File: src/rtl/ram_sp_ctrl.sv
// ram_sp_ctrl: initiator-side controller for a single-port synchronous RAM
// with a registered read port. Turns a valid/ready request stream into RAM
// access cycles and returns read data on a valid/ready response stream.
// Addresses at or above DEPTH are trapped: writes are dropped and reads
// return rsp_err=1 with zero data. err_sticky records any such request.
//
// Optional feature: define RAM_SP_CTRL_MEM_INIT_EN to add an INIT state that
// zero-fills the RAM (one word per cycle) after every reset before the
// controller starts accepting requests.
module ram_sp_ctrl #(
    parameter int DEPTH = 3,
    parameter int WIDTH = 8,
    localparam int AW = (DEPTH > 1) ? $clog2(DEPTH) : 1
) (
    input  logic             clk,
    input  logic             rst_n,
    input  logic             req_valid,
    output logic             req_ready,
    input  logic             req_wr,
    input  logic [AW-1:0]    req_addr,
    input  logic [WIDTH-1:0] req_wdata,
    output logic             rsp_valid,
    input  logic             rsp_ready,
    output logic [WIDTH-1:0] rsp_data,
    output logic             rsp_err,
    output logic             err_sticky,
    output logic             busy,
    output logic             ram_ce,
    output logic             ram_r_wn,
    output logic [AW-1:0]    ram_addr,
    output logic [WIDTH-1:0] ram_wdata,
    input  logic [WIDTH-1:0] ram_rdata
);

    typedef enum logic [1:0] {
        ST_IDLE,
        ST_RD_WAIT,
        ST_RSP
`ifdef RAM_SP_CTRL_MEM_INIT_EN
        , ST_INIT
`endif
    } state_t;

`ifdef RAM_SP_CTRL_MEM_INIT_EN
    localparam state_t RESET_STATE = ST_INIT;
    logic [AW-1:0] init_addr;
`else
    localparam state_t RESET_STATE = ST_IDLE;
`endif

    state_t state;
    logic   accept;
    logic   in_range;

    // Gating with rst_n keeps req_ready (and through it ram_ce) low for the
    // whole reset pulse, so the RAM bus goes quiet asynchronously.
    assign req_ready = rst_n && (state == ST_IDLE);
    assign accept    = req_valid && req_ready;
    // DEPTH need not be a power of two, so the top codes of the address
    // space have no backing word.
    assign in_range  = ({1'b0, req_addr} < (AW + 1)'(DEPTH));
    assign busy      = (state != ST_IDLE);

    // RAM drive: follows the accepted request combinationally, idle bus otherwise.
    always_comb begin
        // NOTE: every output gets a default first so no path leaves a latch.
        ram_ce    = 1'b0;
        ram_r_wn  = 1'b1;
        ram_addr  = '0;
        ram_wdata = '0;
        if (accept && in_range) begin
            ram_ce    = 1'b1;
            ram_r_wn  = !req_wr;
            ram_addr  = req_addr;
            ram_wdata = req_wdata;
        end
`ifdef RAM_SP_CTRL_MEM_INIT_EN
        if (rst_n && state == ST_INIT) begin
            ram_ce   = 1'b1;
            ram_r_wn = 1'b0;
            ram_addr = init_addr;
        end
`endif
    end

    // Control FSM with registered response outputs and sticky error flag.
    always_ff @(posedge clk or negedge rst_n) begin
        if (!rst_n) begin
            state      <= RESET_STATE;
            rsp_valid  <= 1'b0;
            rsp_data   <= '0;
            rsp_err    <= 1'b0;
            err_sticky <= 1'b0;
`ifdef RAM_SP_CTRL_MEM_INIT_EN
            init_addr  <= '0;
`endif
        end else begin
            // NOTE: non-blocking assignments so every register updates from
            // pre-edge values regardless of statement order.
            if (accept && !in_range) begin
                err_sticky <= 1'b1;
            end
            case (state)
                ST_IDLE: begin
                    if (accept && !req_wr) begin
                        if (in_range) begin
                            state <= ST_RD_WAIT;
                        end else begin
                            state     <= ST_RSP;
                            rsp_valid <= 1'b1;
                            rsp_data  <= '0;
                            rsp_err   <= 1'b1;
                        end
                    end
                end
                ST_RD_WAIT: begin
                    // RAM read data is valid during this cycle; capture it.
                    state     <= ST_RSP;
                    rsp_valid <= 1'b1;
                    rsp_data  <= ram_rdata;
                    rsp_err   <= 1'b0;
                end
                ST_RSP: begin
                    if (rsp_ready) begin
                        state     <= ST_IDLE;
                        rsp_valid <= 1'b0;
                    end
                end
`ifdef RAM_SP_CTRL_MEM_INIT_EN
                ST_INIT: begin
                    if (init_addr == AW'(DEPTH - 1)) begin
                        state     <= ST_IDLE;
                        init_addr <= '0;
                    end else begin
                        init_addr <= init_addr + 1'b1;
                    end
                end
`endif
                default: state <= ST_IDLE;
            endcase
        end
    end

endmodule

File: config.mk
export PLATFORM = sky130hd
export DESIGN_NAME = ram_sp_ctrl
export DESIGN_NICKNAME = d
export VERILOG_FILES = /design/src/rtl/ram_sp_ctrl.sv
export SDC_FILE = /design/constraint.sdc
export NUM_CORES = 1
export LEC_CHECK = 0
export CORE_MARGIN = 2
export CORE_UTILIZATION = 31
export CTS_BUF_LIST = sky130_fd_sc_hd__clkbuf_8 sky130_fd_sc_hd__clkbuf_16
export CTS_CLUSTER_SIZE = 20
export DETAILED_ROUTE_END_ITERATION = 8
export PLACE_DENSITY = 0.79
export SLEW_MARGIN = 40
export SYNTH_ARGS = -nofsm -noshare
export SYNTH_HDL_FRONTEND = slang
export SYNTH_SLANG_ARGS = --single-unit
File: constraint.sdc
create_clock -name clk -period 1.45 [get_ports clk]
set_input_delay 0.435 -clock clk [delete_from_list [all_inputs] [get_ports clk]]
set_output_delay 0.435 -clock clk [all_outputs]
set_load 0.005 [all_outputs]
; ---- After elaboration in Yosys (flattened, before gate mapping)
; Cells that the tools add are included.
[op_classes]
order_cmp = 1
eq_ne = 5
n_mux = 16
reduce_logical = 14
[op_table]
columns = operator, count
row1 = $mux 8, 3
row2 = $pmux 8 s2, 1
row3 = $mux 2, 4
row4 = $pmux 2 s3, 1
row5 = $logic_and 1x1->1, 5
row6 = $mux 1, 5
row7 = $ne 2x2->1 const B, 2
row8 = $reduce_and 4->1, 1
row9 = $reduce_bool 2->1, 2
row10 = $pmux 1 s3, 1
row11 = $reduce_and 3->1, 1
row12 = $reduce_bool 3->1, 1
row13 = $eq 2x1->1 const B, 1
row14 = $eq 2x2->1 const B, 1
row15 = $logic_not 1->1, 2
row16 = $logic_not 2->1, 1
row17 = $lt 2x2->1 const B, 1
row18 = $ne 2x1->1 const B, 1
row19 = $pmux 1 s2, 1
row20 = $reduce_and 2->1, 1
[word_totals]
regBits = 13
inputBits = 23
word_cells = 41

; ---- Longest topological paths before layout
; Gate-level depths: netlist (run 1).
[logic_depth]
ltp_word = 6
ltp_mapped = 5

; ---- Worst setup path after synthesis (run 1)
; OpenSTA, ideal clock, no wires.
[synth_path]
path_kind = flip-flop to output port
startpoint = register state[1]
endpoint = output ram_addr[0]
arrival_ps = 1093
t_required_ps = 1015
path_slack_ps = -78
stages_incl_launch_ff = 6
path_buffers = 1
path_cell_list = dfrtp_1 nor2_4 inv_2 nor3b_4 buf_4 and2_1
[synth_via]
elab_chain_len = 5
[synth_lines]
columns = element, line_no
row1 = from (decl), 51  ; state_t state;
row2 = from (signal assigned), 89  ; state <= RESET_STATE;
row3 = from (signal assigned), 107  ; state <= ST_RD_WAIT;
row4 = from (signal assigned), 109  ; state <= ST_RSP;
row5 = $logic_not 2->1, 57  ; assign req_ready = rst_n && (state == ST_IDLE);
row6 = $logic_and 1x1->1, 57
row7 = $logic_and 1x1->1, 58  ; assign accept = req_valid && req_ready;
row8 = $logic_and 1x1->1, 71  ; if (accept && in_range) begin
row9 = $mux 2, 71
row10 = to (decl), 30  ; output logic [AW-1:0] ram_addr,
; No other way between the ends.

; ---- Worst setup path in the final report (run 1)
[layout_path]
startpoint = register state[0]
endpoint = output ram_wdata[3]
[layout_via]
elab_chain_len = 5
[layout_lines]
columns = element, line_no
row1 = $logic_not 2->1, 57
row2 = $logic_and 1x1->1, 57
row3 = $logic_and 1x1->1, 58
row4 = $logic_and 1x1->1, 71
row5 = $mux 8, 71
row6 = to (decl), 31  ; output logic [WIDTH-1:0] ram_wdata,
; No other way between the ends.

==> qor.csv, run 1 <==
metric,value,unit
reg2reg_from,state[0]$_DFFE_PN0P_,
n_fill_cell,178,
cts_buffers,3,
cts_max_path_buffers,2,
viasPerCell,4.45,
num_antenna_cells,0,
antenna_left,0,
fin_skew,0.00351,ns
grt_overflow,0,
layout_min_cycle_time,1.95,ns
comb_power_share,52.9,%
intPower,0.00134,W
status,finished with violations,
die_h,51.3,µm
finish.net_count,168,
p_seq_share,31.2,%
synth_commonest_cells,"dfrtp_1, and2_1, o21ai_0",
drtIter0Drc,11,
slew_headroom,85.9,%
grt_pass1_vias,797,
grt_pass1_wl,3510,µm
firstDrtPassIters,4,
ioPinCount,48,
cts_max_level,1,
die_area,2630,µm²
cts_tree,built,
portBuffers,47,
grt_usage,17.8,%
rsz0062_at_grt,true,
detail_route.wirelength,2160,µm
p_sw,0.000602,W
grt_start_max_net_pins,14,
clk_pin_slew_worst_paths,0.06,ns
syn_to_final_growth,109,%
max_freq,514,MHz
core_area,2170,µm²
yosysTopAreaCellShare,46.9,%
grt_antenna_before_repair,0,
wire_per_inst,12.5,µm
drv_cap,0,
drc,0,
critPathCaptureType,primary output,
clock_latency,0.24,ns
root_buffer,clkbuf_8,
p_sw_share,31.0,%
crit_slowest_cell,dfrtp_1,
yosys_warnings,0,
failed_checks,negative setup slack,
hold_buffers,0,
placed_area,1240,µm²
crit_path_frequent_cell,buf_6,
synth-edff-count,0,
cp.arrival,1.51,ns
dp_cells,151,
ys_ff_latch,13,
reg2reg_depth,6,
synth_largest_area_cell,dfrtp_1,
synthCells,72,
synth_area_leaders,"dfrtp_1, and2_1, a22oi_1",
hold_viol,0,
synthArstFlopShare,100,%
power.leakage,0.670,nW
synth_area,693,µm²
dpl.hpwl,1340,µm
start_kind,register,
hp-class,input pin to asynchronous set/reset pin,
synth.distinct_cells,20,
synth_most_common_cell,dfrtp_1,
reg2reg_slack,0.11,ns
post-route-cell-area,1450,µm²
critPathTopFamily,simple AND/OR/NAND/NOR gates,
critical_path_class,register to primary output,
fin_cells,172,
cp_max_fo,6,
r2r_end,state[0]$_DFFE_PN0P_,
p_clk_share,15.9,%
vias,765,
powerDensity,1340,nW/µm²
clock-sinks,13,
cpPeakStageDelay,0.40,ns
max_slew.worst_pin.slew,0.211,ns
crit_start,state[0]$_DFFE_PN0P_,
layout-drive-gt1-share,41.0,%
syn_nets,95,
synth.avg_cell_area,9.63,µm²
slew_violations,0,
synth-main-ff-cell,dfrtp_1,
cp_cell_sequence,nor2_4 -> inv_2 -> nor3b_4 -> buf_6 -> buf_6 -> and2_4 -> buf_6,
cp.required,1.02,ns
seq_area_frac_synth,46.9,%
setup_ws,-0.496,ns
crit_buf_inv,4,
place_ws,-1.12,ns
vdd.ir_drop.worst,0.786,mV
start_util,31.9,%
period_share,134,%
finalSetupViolations,14,
place.gp.congestion,0.718,
die_x,51.3,µm
rows,17,
state kept, by name, indices dropped and copies added (netlist names):
register    flops
rsp_err         1
err_sticky      1
state           2
rsp_data        8
rsp_valid       1
power groups by stage:
stage          clock [W]  sequential, W  combinational (W)
2_1_floorplan          0       0.000643           0.000358
3_3_place_gp           0       0.000632           0.000888
3_5_place_dp           0       0.000639           0.000903
4_1_cts         0.000318       0.000602           0.000999
5_1_grt         0.000333       0.000627            0.00113
6_report        0.000308       0.000605            0.00103
through the flow:
stage | setup TNS, ns | hold WS (ns) | total power [W] | util (%)
finish | -5.77 | 0.340 | 0.00194 | 66.8
global route | -6.64 | 0.365 | 0.00209 | 66.8
CTS | -6.16 | 0.334 | 0.00192 | 64.4
detailed placement | -17.66 | 0.456 | 0.00154 | 57.2
global placement | -16.04 | 0.450 | 0.00152 | 57.2
floorplan | -0.389 | 0.139 | 0.00100 | -
logic make-up after synthesis:
| group | Yosys count | share of synthesized area, % |
|---|---|---|
| compound gates | 22 | 20.6 |
| flops | 13 | 46.9 |
| simple gates | 28 | 26.7 |
| buf+inv | 9 | 5.78 |
timing repair:
action,4_1_cts,5_1_grt
setup endpoints to repair,37,23
gates cloned,1,1
buffers inserted,13,2
pin swaps,15,2
resized for setup,93,10
cells in the final DEF (no fill, tap or decap), types with 2 or more instances in the layout:
cell             instances
and2_1                   2
nand2_2                  2
a22oi_1                  8
nand2b_1                 8
inv_1                    4
o21ai_0                 10
clkdlybuf4s50_1         18
clkbuf_8                 3
buf_2                    3
nor2b_1                  2
buf_6                   17
dfrtp_1                 13
dlygate4sd2_1           14
and2_4                   9
buf_4                   19
worst register-to-register path: stages (launching register included):
cell and delay [ns]:
dfrtp_1 0.40, nor2_4 0.13, inv_2 0.06, nor3b_4 0.22, buf_6 0.14, buf_6 0.10, nor3b_1 0.20
per-layer routing:
layer | wire (µm) | part of all wire (%) | GRT usage, % | vias up
met5 | 0 | 0 | 0 | -
met4 | 10 | 0.46 | 6.58 | 0
met3 | 169 | 7.8 | 4.09 | 2
met2 | 1090 | 50 | 29.4 | 41
met1 | 887 | 41 | 22.7 | 332
li1 | - | - | - | 390
cell type report:
cell class              count  area [µm²]  share of cell area, %
clock buffers               3        41.3                   2.85
clock inverters             1        3.75                  0.259
well taps                  28        35.0                   2.42
multi-input cells          50         360                   24.9
inverters                   4        15.0                   1.04
flip-flops and latches     13         325                   22.5
repair buffers             73         668                   46.1
how the worst max path moves through the flow:
stage | to | depth (start not counted) | slack, ns
5_1_grt | ram_wdata[7] | 7 | -0.56
3_3_place_gp | ram_wdata[4] | 5 | -1.04
4_1_cts | ram_wdata[2] | 7 | -0.53
2_1_floorplan | ram_addr[0] | 5 | -0.05
3_5_place_dp | ram_wdata[4] | 5 | -1.12
6_report | ram_wdata[3] | 7 | -0.50
Power figures use the tool's default switching activity.
==> run 2: changes to the inputs <==
--- a/config.mk
+++ b/config.mk
@@ -8,10 +8,11 @@
 export CORE_MARGIN = 2
 export CORE_UTILIZATION = 31
 export CTS_BUF_LIST = sky130_fd_sc_hd__clkbuf_8 sky130_fd_sc_hd__clkbuf_16
+export CTS_CLUSTER_DIAMETER = 40
 export CTS_CLUSTER_SIZE = 20
 export DETAILED_ROUTE_END_ITERATION = 8
 export PLACE_DENSITY = 0.79
-export SLEW_MARGIN = 40
+export SLEW_MARGIN = 15
 export SYNTH_ARGS = -nofsm -noshare
 export SYNTH_HDL_FRONTEND = slang
 export SYNTH_SLANG_ARGS = --single-unit
==> results of run 2 <==
Same layout as run 1: the final DEF is identical, and so are final timing and power.
==> run 3: changes to the inputs <==
--- a/config.mk
+++ b/config.mk
@@ -11,6 +11,7 @@
 export CTS_CLUSTER_DIAMETER = 40
 export CTS_CLUSTER_SIZE = 20
 export DETAILED_ROUTE_END_ITERATION = 8
+export GPL_TIMING_DRIVEN = 1
 export PLACE_DENSITY = 0.79
 export SLEW_MARGIN = 15
 export SYNTH_ARGS = -nofsm -noshare
==> results of run 3 <==
Same layout as run 1: the final DEF is identical, and so are final timing and power.
